`src/rtl/accel_controller_pkg.sv`:
```
// Shared types for the accelerator sequencing controller: state encoding,
// registered control-word layout and the state-to-enable decode.
package accel_controller_pkg;

    localparam int unsigned DEF_ARRAYWIDTH = 4;

    typedef enum logic [2:0] {
        IDLE   = 3'd0,
        LOAD_W = 3'd1,
        PUSH_W = 3'd2,
        LOAD_A = 3'd3,
        STREAM = 3'd4,
        DRAIN  = 3'd5,
        DONE   = 3'd6
    } state_e;

    typedef struct packed {
        logic busy;
        logic done;
        logic out_valid;
        logic input_buffer_load_en;
        logic input_buffer_out_en;
        logic input_buffer_delay_clear;
        logic weight_buffer_load_en;
        logic weight_buffer_out_en;
        logic write_weight_en;
        logic output_buffer_load_en;
        logic output_buffer_out_en;
        logic output_buffer_load_clear;
        logic output_buffer_acc_enable;
        logic output_buffer_acc_clear;
        logic relu_en;
    } ctrl_t;

    function automatic int unsigned default_stream_cycles(int unsigned n);
        return 3 * n - 1;
    endfunction

    // Enables for the cycle spent in state st; first marks the entry cycle.
    function automatic ctrl_t decode_ctrl(state_e st, logic first, logic tile_zero, logic relu);
        ctrl_t c;
        c = '0;
        c.busy = (st != IDLE);
        case (st)
            LOAD_W: begin
                c.weight_buffer_load_en    = 1'b1;
                c.output_buffer_acc_clear  = first & tile_zero;
            end
            PUSH_W: begin
                c.weight_buffer_out_en     = 1'b1;
                c.write_weight_en          = 1'b1;
            end
            LOAD_A: begin
                c.input_buffer_load_en     = 1'b1;
                c.input_buffer_delay_clear = first;
            end
            STREAM: begin
                c.input_buffer_out_en      = 1'b1;
                c.output_buffer_load_en    = 1'b1;
                c.output_buffer_acc_enable = ~tile_zero;
            end
            DRAIN: begin
                c.output_buffer_out_en     = 1'b1;
                c.out_valid                = 1'b1;
                c.relu_en                  = relu;
            end
            DONE: begin
                c.done                     = 1'b1;
                c.output_buffer_load_clear = 1'b1;
            end
            default: c = '0;
        endcase
        return c;
    endfunction

endpackage

```
`src/rtl/accel_controller_phase_counter.sv`:
```
// Per-phase up-counter: restarts at 0 when loaded and flags the last cycle.
module phase_counter #(
    parameter int unsigned CNT_W = 4
) (
    input  logic             clk,
    input  logic             rst,
    input  logic             load,
    input  logic [CNT_W-1:0] last,
    output logic             tc_c
);

    logic [CNT_W-1:0] cnt;

    always_ff @(posedge clk) begin
        if (rst) begin
            cnt <= '0;
        end else if (load) begin
            cnt <= '0;
        end else begin
            cnt <= cnt + CNT_W'(1);
        end
    end

    assign tc_c = (cnt == last);

endmodule

```
`src/rtl/accel_controller.sv`:
```
// Sequencing FSM for one tiled accelerator job. Optional relu on the drained
// result is built only when CTRL_RELU_EN is defined.
module accel_controller
    import accel_controller_pkg::*;
#(
    parameter int unsigned ARRAYWIDTH    = DEF_ARRAYWIDTH,
    parameter int unsigned TILE_W        = 8,
    parameter int unsigned STREAM_CYCLES = default_stream_cycles(ARRAYWIDTH),
    parameter int unsigned CNT_W         = $clog2(STREAM_CYCLES + 1)
) (
    input  logic              clk,
    input  logic              rst,
    input  logic              start,
    input  logic [TILE_W-1:0] num_tiles,
    input  logic              relu_cfg,
    output logic              busy,
    output logic              done,
    output logic              out_valid,
    output logic              input_buffer_load_en,
    output logic              input_buffer_out_en,
    output logic              input_buffer_delay_clear,
    output logic              weight_buffer_load_en,
    output logic              weight_buffer_out_en,
    output logic              write_weight_en,
    output logic              output_buffer_load_en,
    output logic              output_buffer_out_en,
    output logic              output_buffer_load_clear,
    output logic              output_buffer_acc_enable,
    output logic              output_buffer_acc_clear,
    output logic              relu_en,
    output logic              softmax_en
);

    state_e            state_q, state_next;
    logic [TILE_W-1:0] tile_idx, tile_next;
    logic [TILE_W-1:0] num_q, num_next;
    logic [TILE_W:0]   tile_inc;
    logic [CNT_W-1:0]  phase_last;
    logic              phase_tc, cnt_load, relu_dec;
    ctrl_t             ctrl_q, ctrl_d;

`ifdef CTRL_RELU_EN
    logic relu_q, relu_next;
`else
    logic unused_relu_cfg;
    assign unused_relu_cfg = relu_cfg;
`endif

    // Terminal count of the current phase, from registered state only.
    always_comb begin
        phase_last = CNT_W'(ARRAYWIDTH - 1);
        case (state_q)
            IDLE, DONE: phase_last = '0;
            STREAM:     phase_last = CNT_W'(STREAM_CYCLES - 1);
            default:    phase_last = CNT_W'(ARRAYWIDTH - 1);
        endcase
    end

    phase_counter #(.CNT_W(CNT_W)) u_phase_counter (
        .clk  (clk),
        .rst  (rst),
        .load (cnt_load),
        .last (phase_last),
        .tc_c (phase_tc)
    );

    // Next state plus decode of the next cycle's enables, so outputs leave a flop.
    always_comb begin
        state_next = state_q;
        tile_next  = tile_idx;
        num_next   = num_q;
        tile_inc   = {1'b0, tile_idx} + (TILE_W + 1)'(1);
`ifdef CTRL_RELU_EN
        relu_next  = relu_q;
`endif
        case (state_q)
            IDLE: begin
                if (start) begin
                    state_next = LOAD_W;
                    tile_next  = '0;
                    num_next   = (num_tiles == '0) ? TILE_W'(1) : num_tiles;
`ifdef CTRL_RELU_EN
                    relu_next  = relu_cfg;
`endif
                end
            end
            LOAD_W: if (phase_tc) state_next = PUSH_W;
            PUSH_W: if (phase_tc) state_next = LOAD_A;
            LOAD_A: if (phase_tc) state_next = STREAM;
            STREAM: begin
                if (phase_tc) begin
                    if (tile_inc < {1'b0, num_q}) begin
                        tile_next  = tile_inc[TILE_W-1:0];
                        state_next = LOAD_W;
                    end else begin
                        state_next = DRAIN;
                    end
                end
            end
            DRAIN:   if (phase_tc) state_next = DONE;
            DONE:    state_next = IDLE;
            default: state_next = IDLE;
        endcase
        cnt_load = (state_next != state_q) || (state_q == IDLE);
`ifdef CTRL_RELU_EN
        relu_dec = relu_next;
`else
        relu_dec = 1'b0;
`endif
        ctrl_d = decode_ctrl(state_next, state_next != state_q, tile_next == '0, relu_dec);
    end

    always_ff @(posedge clk) begin
        if (rst) begin
            state_q  <= IDLE;
            tile_idx <= '0;
            num_q    <= '0;
            ctrl_q   <= '0;
`ifdef CTRL_RELU_EN
            relu_q   <= 1'b0;
`endif
        end else begin
            state_q  <= state_next;
            tile_idx <= tile_next;
            num_q    <= num_next;
            ctrl_q   <= ctrl_d;
`ifdef CTRL_RELU_EN
            relu_q   <= relu_next;
`endif
        end
    end

    assign busy                     = ctrl_q.busy;
    assign done                     = ctrl_q.done;
    assign out_valid                = ctrl_q.out_valid;
    assign input_buffer_load_en     = ctrl_q.input_buffer_load_en;
    assign input_buffer_out_en      = ctrl_q.input_buffer_out_en;
    assign input_buffer_delay_clear = ctrl_q.input_buffer_delay_clear;
    assign weight_buffer_load_en    = ctrl_q.weight_buffer_load_en;
    assign weight_buffer_out_en     = ctrl_q.weight_buffer_out_en;
    assign write_weight_en          = ctrl_q.write_weight_en;
    assign output_buffer_load_en    = ctrl_q.output_buffer_load_en;
    assign output_buffer_out_en     = ctrl_q.output_buffer_out_en;
    assign output_buffer_load_clear = ctrl_q.output_buffer_load_clear;
    assign output_buffer_acc_enable = ctrl_q.output_buffer_acc_enable;
    assign output_buffer_acc_clear  = ctrl_q.output_buffer_acc_clear;
    assign relu_en                  = ctrl_q.relu_en;
    assign softmax_en               = 1'b0;

endmodule

```
`config.mk`:
```
export PLATFORM = sky130hd
export DESIGN_NAME = accel_controller
export DESIGN_NICKNAME = d
export VERILOG_FILES = /design/src/rtl/accel_controller_pkg.sv /design/src/rtl/accel_controller_phase_counter.sv /design/src/rtl/accel_controller.sv
export SDC_FILE = /design/constraint.sdc
export NUM_CORES = 1
export LEC_CHECK = 0
export BUFFER_PORTS_ARGS = -buffer_cell sky130_fd_sc_hd__buf_4
export CAP_MARGIN = 20
export CORE_UTILIZATION = 41
export CTS_CLUSTER_SIZE = 24
export DETAILED_ROUTE_END_ITERATION = 10
export GPL_TIMING_DRIVEN = 0
export PLACE_DENSITY = 0.61
export SKIP_LAST_GASP = 1
export SYNTH_ARGS = -nofsm -noshare
export SYNTH_HDL_FRONTEND = slang
export SYNTH_SLANG_ARGS = --single-unit
```
`constraint.sdc`:
```
create_clock -name clk -period 9.4 [get_ports clk]
set_input_delay 0.47 -clock clk [delete_from_list [all_inputs] [get_ports clk]]
set_output_delay 0.47 -clock clk [all_outputs]
set_load 0.1 [all_outputs]
```
* After elaboration in Yosys (flattened, before gate mapping)
Index checks and enable logic that the tools add are counted.
Word-level totals: register bits 35, logic and storage cells 72
Cells by class: add/sub/neg operators 2, magnitude comparators 1, equality and inequality tests 14, multiplexer cells 20, bitwise logic cells 6, reductions and logical operators 13
Operators by type and width (count):
- $mux W8 | 4
- $mux W3 | 7
- $eq A3 B3 Y1 const B | 6
- $pmux W3 S6 | 1
- $logic_not A8 Y1 | 2
- $pmux W8 S2 | 1
- $eq A3 B2 Y1 const B | 4
- $reduce_or A2 Y1 | 6
- $add A8 B1 Y9 const B | 1
- $lt A9 B8 Y1 | 1
- $pmux W4 S2 | 1
- $eq A3 B1 Y1 const B | 2
- $reduce_or A6 Y1 | 1
- $mux W1 | 5
- $not A1 Y1 | 5
- $add A4 B1 Y4 const B | 1
- $eq A4 B4 Y1 | 1
- $logic_not A3 Y1 | 1
- $ne A3 B3 Y1 | 1
- $reduce_bool A3 Y1 | 1
- $mux W2 | 1
- $reduce_and A2 Y1 | 1
- $and A1 B1 Y1 | 1
- $logic_or A1 B1 Y1 | 1

* Depth between registers and ports, before layout
Gate-level depths: netlist of run 1.
word-level depth 10, gate-level depth with buffers 14, gate-level depth less buffers 12

* Cells and area by module
A second synthesis of run 1 with hierarchy kept.
Second synthesis, totals: cell total of the unflattened synthesis 232, area total of the unflattened synthesis 1866.8 um2
Modules (own cells, without submodules):
- accel_controller | times used 1, cells an instance 214, area each 1677.9 um2
- phase_counter | times used 1, cells an instance 18, area each 188.9 um2

* Worst setup path after synthesis of run 1
No wires, ideal clock.
path kind register to register, from register tile_idx[2], to register tile_idx[5], setup time 0.070 ns, arrival 2.952 ns, required time 9.330 ns, setup slack 6.377 ns, stages on the path, launching flop included 15, path buffers 2, path through dfxtp_1 > clkbuf_1 > and3_1 > and3_1 > nand3_1 > xnor2_1 > ha_1 > nand3_1 > nor2_1 > nor3_1 > nand4_4 > or2_1 > clkbuf_1 > or3_1 > a21oi_1
On the way: cells in the longest elaborated chain, start to end 5
RTL lines:
- start: declaration | RTL line accel_controller.sv:35 | logic [TILE_W-1:0] tile_idx, tile_next;
- start signal: assignment | RTL line accel_controller.sv:124 | tile_idx <= tile_next;
- $add A8 B1 Y9 * | RTL line accel_controller.sv:72 | tile_inc = {1'b0, tile_idx} + (TILE_W + 1)'(1);
- $lt A9 B8 Y1 | RTL line accel_controller.sv:92 | if (tile_inc < {1'b0, num_q}) begin
- $mux W8 * | RTL line accel_controller.sv:92
- $mux W8 * | RTL line accel_controller.sv:91 | if (phase_tc) begin
- $pmux W8 S2 * | RTL line accel_controller.sv:76 | case (state_q)
Mark *: on every way between the ends. The rest lies on a longest branch, timed or not. A chain may end at the register's enable or synchronous reset.

* Worst setup path in the final report of run 1
Same ends and word-level chain as after synthesis.

==> flow_metrics.env, run 1 <==
export IMPL_max_cap_violations=0
export IMPL_synth_edff_count=0
export IMPL_gp_congestion=0.871
export IMPL_port_buffers=24
export IMPL_placed_cell_area_sq_um=2100
export IMPL_cts_sinks=33
export IMPL_wire_per_inst_um=13.2
export IMPL_final_cell_mix="dfxtp_1 (33), buf_4 (30), nand2_1 (28)"
export IMPL_tightest_slew_ns=0.601
export IMPL_met1_usage_pct=23.5
export IMPL_pwr_share_comb_pct=50.4
export IMPL_hold_violations=0
export IMPL_num_vias=1677
export IMPL_p_leak_nw=0.916
export IMPL_period_needed_ns=3.56
export IMPL_ys_warn_count=0
export IMPL_initial_utilization_pct=42.5
export IMPL_p_sw_w=0.000279
export IMPL_seq_power_share_pct=29.9
export IMPL_peakVddDrop_mv=0.150
export IMPL_htree_levels=2
export IMPL_postCtsSetupBuffers=0
export IMPL_async_reset_ff_share_pct=0
export IMPL_power_internal_w=0.000320
export IMPL_holdBufCountCts=0
export IMPL_grt_pass1_wl_um=7070
export IMPL_drive_gt1_share_pct=16.2
export IMPL_setup_viol_count_final=0
export IMPL_final_core_util_pct=50.5
export IMPL_clock_power_share_pct=19.7
export IMPL_grt_met3_usage_pct=4.24
export IMPL_slew_headroom_pct=59.5
export IMPL_rsz0062_at_grt="false"
export IMPL_clock_fmax_mhz=281
export IMPL_crit_path_end_kind="flip-flop"
export IMPL_cts_tree="yes"
export IMPL_synth_cells=232
export IMPL_antenna_found_initial=0
export IMPL_status="finished, final reports clean"
export IMPL_worstSetupPathType="reg -> reg"
export IMPL_clock_path_buffers=2
export IMPL_slew_violations=0
export IMPL_ys_seq_area_share_pct=35.7
export IMPL_io_pins=28
export IMPL_dp_hpwl_um=3060
export IMPL_fin_worst_skew_ns=0.00335
export IMPL_clock_latency_ns=0.29
export IMPL_yosys_most_used_dff="dfxtp_1"
export IMPL_cp_max_fo=9
export IMPL_final_antenna_net_count=0
export IMPL_drcViolationCount=0
export IMPL_die_area_sq_um=4780
export IMPL_rrSetupSlack_ns=5.84
export IMPL_ys_ff_latch=33
export IMPL_fin_crit_sh_pct=37.9
export IMPL_first_pass_iters=4
export IMPL_viasPerCell=5.29
export IMPL_dr_first_iter_drc_count=83
export IMPL_sw_frac_of_total_pct=46.6
export IMPL_hold_class="in -> reg"
export IMPL_area_delta_synth_final_pct=18.9
export IMPL_use_met2_pct=29.6
export IMPL_final_area_sq_um=2200
export IMPL_die_w_um=69.2
export IMPL_gr_total_overflow=0
export IMPL_grt_pass1_vias=1557
export IMPL_syn_area_per_cell_sq_um=7.97
export IMPL_nNetsFinal=285
export IMPL_arrival_ns=3.78
export IMPL_cts_made_buffers=5
export IMPL_grt_total_usage_pct=18.3
export IMPL_drt_total_wl_um=4170
export IMPL_top_usage_layer="met2"
export IMPL_start_kind="flip-flop"
export IMPL_setup_total_negative_slack_ns=0
export IMPL_post_cts_resized=0
export IMPL_layout_commonest_cell="dfxtp_1"
export IMPL_fp_dieH_um=69.2
export IMPL_clkTransAtPathRegs_ns=0.07
export IMPL_root_buffer="clkbuf_8"
export IMPL_core_area_sq_um=4350
export IMPL_syn_cell_area_sq_um=1850
export IMPL_grt_max_degree=11
export IMPL_n_antenna_cell=0
export IMPL_power_density_nw_per_um2=272
export IMPL_num_rows=24
export IMPL_synth_cell_types=48
export IMPL_worst_ep_required_time_ns=9.62
export IMPL_fin_hold_ws_ns=0.438
==> path summary, 6_finish.rpt <==
kind | start | endpoint | cells past startpoint
max | tile_idx[2] | tile_idx[5] | 14
min | num_tiles[3] | num_q[3] | 3
min reg2reg | num_q[5] | num_q[5] | 2
max reg2reg | tile_idx[2] | tile_idx[5] | 14
==> Yosys cell counts (2+ instances only) <==
cell type,number,area [sq um]
a211oi_1,2,15.0
and3_1,3,18.8
dfxtp_1,33,661
clkbuf_1,11,41.3
nor2_1,15,56.3
inv_1,16,60.1
buf_4,6,45.0
nand2_1,28,105
a211o_1,2,17.5
xnor2_1,7,61.3
nor2b_1,4,25.0
o22ai_1,2,12.5
or3_1,3,18.8
xor2_1,3,26.3
nor4_1,5,31.3
and2_1,2,12.5
a311oi_1,2,17.5
ha_1,9,113
o21a_1,3,22.5
nor3_1,7,35.0
or2_1,2,12.5
nand3_1,13,65.1
o21ai_0,4,20.0
o21ai_1,3,15.0
a21oi_1,24,120
==> area by class of cell <==
class / count / area, sq um
well taps: 52 / 65.1
inverters: 16 / 60.1
flip-flops and latches: 33 / 661
multi-input cells: 166 / 1040
fillers: 458 / 2150
clock inverters: 1 / 5.00
repair buffers: 24 / 180
clock buffers: 7 / 96.3
plain buffers: 18 / 90.1
==> power by group through the flow <==
stage	clock (W)	sequential, W	combinational, W
floorplan	0	0.000236	0.000184
global placement	0	0.000182	0.000298
detailed placement	0	0.000182	0.000298
CTS	0.000122	0.000179	0.000302
global route	0.000128	0.000182	0.000325
finish	0.000118	0.000179	0.000301
==> logic make-up after synthesis <==
kind of cell               after synthesis  share of synthesized area (%)
DFF                                     33                           35.7
buffers and inverters                   34                           8.12
muxes                                    2                           1.15
xor gates and xnor gates                10                           4.74
other                                    1                          0.203
adders and majority gates                9                           6.09
and+or+nand+nor                         89                           24.5
AOI/OAI and AO/OA                       54                           19.5
==> critical path: stages, from the launching register on <==
cell,delay [ns]
dfxtp_1,0.30
clkbuf_1,0.30
and3_1,0.27
and3_1,0.19
nand3_1,0.11
xnor2_1,0.25
ha_1,0.28
nand3_1,0.12
nor2_1,0.07
nor3_1,0.44
nand4_4,0.23
or2_1,0.26
clkbuf_1,0.19
or3_1,0.34
a21oi_1,0.14
==> registers in the layout, indices dropped and copies added (netlist names) <==
signal,flops
num_q,8
tile_idx,8
u_phase_counter.cnt,4
state_q,3
busy,1
input_buffer_delay_clear,1
input_buffer_load_en,1
output_buffer_acc_clear,1
output_buffer_acc_enable,1
output_buffer_load_clear,1
output_buffer_load_en,1
output_buffer_out_en,1
weight_buffer_load_en,1
weight_buffer_out_en,1
==> through the flow <==
step | setup WS (ns) | cells | total power, W
finish | 5.84 | 317 | 0.000599
global route | 5.47 | 317 | 0.000635
CTS | 5.88 | 317 | 0.000602
detailed placement | 5.91 | 309 | 0.000480
global placement | 5.86 | 309 | 0.000480
floorplan | 6.38 | 233 | 0.000420
==> routing by layer <==
metal  part of all wire, %  up-vias
met2                    47       45
met1                    47      757
li1                      -      870
met4                   1.0        0
met3                   4.3        5
met5                     0        -
No activity file was read; power rests on OpenSTA's default activity.
==> inputs of run 2 (changes only) <==
Settings changed: ABC_AREA from default to 1, PLACE_DENSITY 0.61 to 0.6.
Clock period 9.4 ns to 3.52 ns, I/O delays scaled along.
==> run 2 against run 1 <==
First-iteration DRC count shrank 3.6%. Combinational power grew to 3.5 times the previous value. Cell area is 4.4% higher. Sequential power increased to 2.8 times the previous value. Register-to-register slack worse by 4.9 ns. Sequential share of layout area is 1.3 points lower. Fmax grew 39%. Clock power rose to 3.1 times the previous value. Setup slack worse by 4.9 ns. Clock skew up 0.0032 ns. Global-route usage shrank 0.50 points. Critical endpoint is now output_buffer_acc_clear. Largest power group unchanged.
==> flow_metrics.env, run 2 <==
export IMPL_nNetsFinal=330
export IMPL_r2r_end="output_buffer_acc_clear"
export IMPL_gr_total_overflow=0
export IMPL_clock_power_share_pct=19.1
export IMPL_gp_congestion=0.877
export IMPL_cp_cell_sequence="ha_1, nand3_1, xor2_1, inv_1, ha_1, nand2_1, inv_1, a21oi_1, nand2_1, nand2_1, nand3_4, nand2_8, nand3_2, nand2_1, nand2_1, nor2_2, nand2_1, nor2_2"
export IMPL_drive_gt1_share_pct=22.3
export IMPL_final_antenna_net_count=0
export IMPL_fp_dieH_um=70.7
export IMPL_power_internal_w=0.000946
export IMPL_wl_met3_um=117
export IMPL_hold_depth=2
export IMPL_cp_startpoint="tile_idx[0]"
export IMPL_synth_area_leaders="dfxtp_1 (34%), nand2_1 (13%), inv_1 (8.7%), ha_1 (5.8%), nor2_1 (5.2%)"
export IMPL_fin_hold_ws_ns=0.0782
export IMPL_cts_tree="yes"
export IMPL_antenna_found_initial=0
export IMPL_p_sw_w=0.000983
export IMPL_cpMaxStageDelayCell="dfxtp_1"
export IMPL_placed_cells=354
export IMPL_synth_edff_count=0
export IMPL_viasPerCell=4.70
export IMPL_cpMostUsedCell="nand2_1"
export IMPL_hold_class="in -> reg"
export IMPL_first_pass_iters=4
export IMPL_hold_path_end="input_buffer_load_en"
export IMPL_rsz0062_at_grt="false"
export IMPL_fin_crit_sh_pct=73.0
export IMPL_grt_pass1_wl_um=6840
export IMPL_setup_total_negative_slack_ns=0
export IMPL_syn_area_per_cell_sq_um=6.98
export IMPL_reg2regPathDepth=18
export IMPL_initial_utilization_pct=43.5
export IMPL_final_cell_mix="nand2_1 (65), inv_1 (45), dfxtp_1 (33)"
export IMPL_n_antenna_cell=0
export IMPL_start_kind="flip-flop"
export IMPL_rrSetupSlack_ns=0.95
export IMPL_period_needed_ns=2.57
export IMPL_dp_hpwl_um=3000
export IMPL_sw_frac_of_total_pct=51.0
export IMPL_grt_max_degree=13
export IMPL_die_w_um=70.7
export IMPL_worst_ep_required_time_ns=3.76
export IMPL_yosys_area_top_type="dfxtp_1"
export IMPL_clkTransAtPathRegs_ns=0.08
export IMPL_wl_met2_um=1890
export IMPL_crit_path_end_kind="flip-flop"
export IMPL_cpPeakStageDelay_ns=0.39
export IMPL_topRoutingLayerUsed="met4"
export IMPL_preCtsSetupSlack_ns=0.963
export IMPL_p_leak_nw=1.23
export IMPL_grt_total_usage_pct=17.8
export IMPL_worstSetupPathType="reg -> reg"
export IMPL_holdCritStartpoint="rst"
export IMPL_layout_commonest_cell="nand2_1"
export IMPL_setup_viol_count_final=0
export IMPL_synth_top_area_share_pct=34.2
export IMPL_pwr_share_comb_pct=54.8
export IMPL_hold_violations=0
export IMPL_max_cap_violations=0
export IMPL_root_buffer="clkbuf_8"
export IMPL_num_vias=1701
export IMPL_holdBufCountCts=0
export IMPL_instances_no_fill=362
export IMPL_post_cts_resized=0
export IMPL_placed_cell_area_sq_um=2180
export IMPL_num_rows=24
export IMPL_synth_cells=277
export IMPL_status="finished, final reports clean"
export IMPL_wl_met1_um=1860
export IMPL_cts_sinks=33
export IMPL_drt_total_wl_um=3950
export IMPL_postCtsSetupBuffers=0
export IMPL_syn_cell_area_sq_um=1930
export IMPL_synth_cell_types=28
export IMPL_dr_first_iter_drc_count=80
export IMPL_die_area_sq_um=4990
export IMPL_ys_top_cells_by_count="nand2_1 (65), inv_1 (45), dfxtp_1 (33)"
export IMPL_r2r_start="tile_idx[0]"
export IMPL_grt_pass1_vias=1574
export IMPL_clock_fmax_mhz=389
export IMPL_yosysMostFrequentCell="nand2_1"
export IMPL_fin_worst_skew_ns=0.00660
export IMPL_final_area_sq_um=2300
export IMPL_power_density_nw_per_um2=840
export IMPL_peakVddDrop_mv=0.529
export IMPL_worst_slack_ns=0.952
export IMPL_cp_max_fo=9
export IMPL_clock_path_buffers=2
export IMPL_arrival_ns=2.81
export IMPL_htree_levels=2
export IMPL_clock_latency_ns=0.29
export IMPL_ys_seq_area_share_pct=34.2
export IMPL_top_regs="num_q: 8 flops, tile_idx: 8 flops, u_phase_counter.cnt: 4 flops"
export IMPL_cts_made_buffers=5
export IMPL_wire_per_inst_um=10.9
export IMPL_area_delta_synth_final_pct=18.8
export IMPL_async_reset_ff_share_pct=0
export IMPL_seq_power_share_pct=26.1
export IMPL_port_buffers=24
export IMPL_ys_ff_latch=33
export IMPL_drcViolationCount=0
export IMPL_io_pins=28
export IMPL_core_area_sq_um=4440
export IMPL_ys_warn_count=0
export IMPL_slew_violations=0
export IMPL_yosys_most_used_dff="dfxtp_1"
[run 2: cell count changes in the layout (fill, tap and decap cells not counted), sizes merged, moves of 8 or more]
cell / previous run / this run
nor2: 15 / 33
nand2: 28 / 78
inv: 16 / 50
clkbuf: 18 / 7
nand3: 13 / 21
a21oi: 24 / 14
[run 2: worst max-delay path by stage]
stage	to
2_1_floorplan	output_buffer_acc_clear
3_3_place_gp	output_buffer_acc_clear
3_5_place_dp	output_buffer_acc_clear
4_1_cts	output_buffer_acc_clear
5_1_grt	output_buffer_acc_clear
6_report	output_buffer_acc_clear
[run 2: layer usage]
layer / track usage [%] / up-vias
li1: - / 918
met1: 20.5 / 751
met2: 30.6 / 24
met3: 5.13 / 8
met4: 8.22 / 0
met5: 0 / -
[run 2: logic make-up after synthesis]
group           share of synthesized area, %
xor+xnor                                2.27
flops                                   34.2
fa+ha+maj                               5.83
simple gates                            37.0
buf+inv                                 12.4
compound gates                          8.09
other cells                            0.194
[run 2: final cells by class]
| class | instances | area [sq um] |
|---|---|---|
| Fill cell | 462 | 2150 |
| Multi-Input combinational cell | 187 | 1040 |
| Sequential cell | 33 | 661 |
| Inverter | 50 | 188 |
| Timing Repair Buffer | 24 | 180 |
| Clock buffer | 5 | 68.8 |
| Tap cell | 52 | 65.1 |
| Buffer | 8 | 52.6 |
| Clock inverter | 3 | 46.3 |
[run 2: critical path: cells and delay by family, from the launching register on]
kind                     cells  cell delay (ns)
AND/OR/NAND/NOR             12             1.18
XOR/XNOR                     1             0.21
buffers and inverters        2             0.12
AO/OA/AOI/OAI                1             0.14
flip-flops                   1             0.39
adder cells (fa/ha/maj)      2             0.48
[run 2: per-stage QoR]
step	utilization [%]	power, W
3_3_place_gp	49.1	0.00156
6_report	51.7	0.00193
4_1_cts	51.7	0.00195
5_1_grt	51.7	0.00207
2_1_floorplan	-	0.00137
3_5_place_dp	49.1	0.00156
[run 2: power by group through the flow]
| stage | combinational (W) | clock (W) | sequential (W) |
|---|---|---|---|
| floorplan | 0.000690 | 0 | 0.000680 |
| global placement | 0.00105 | 0 | 0.000510 |
| detailed placement | 0.00105 | 0 | 0.000510 |
| CTS | 0.00106 | 0.000380 | 0.000503 |
| global route | 0.00116 | 0.000393 | 0.000512 |
| finish | 0.00106 | 0.000368 | 0.000504 |
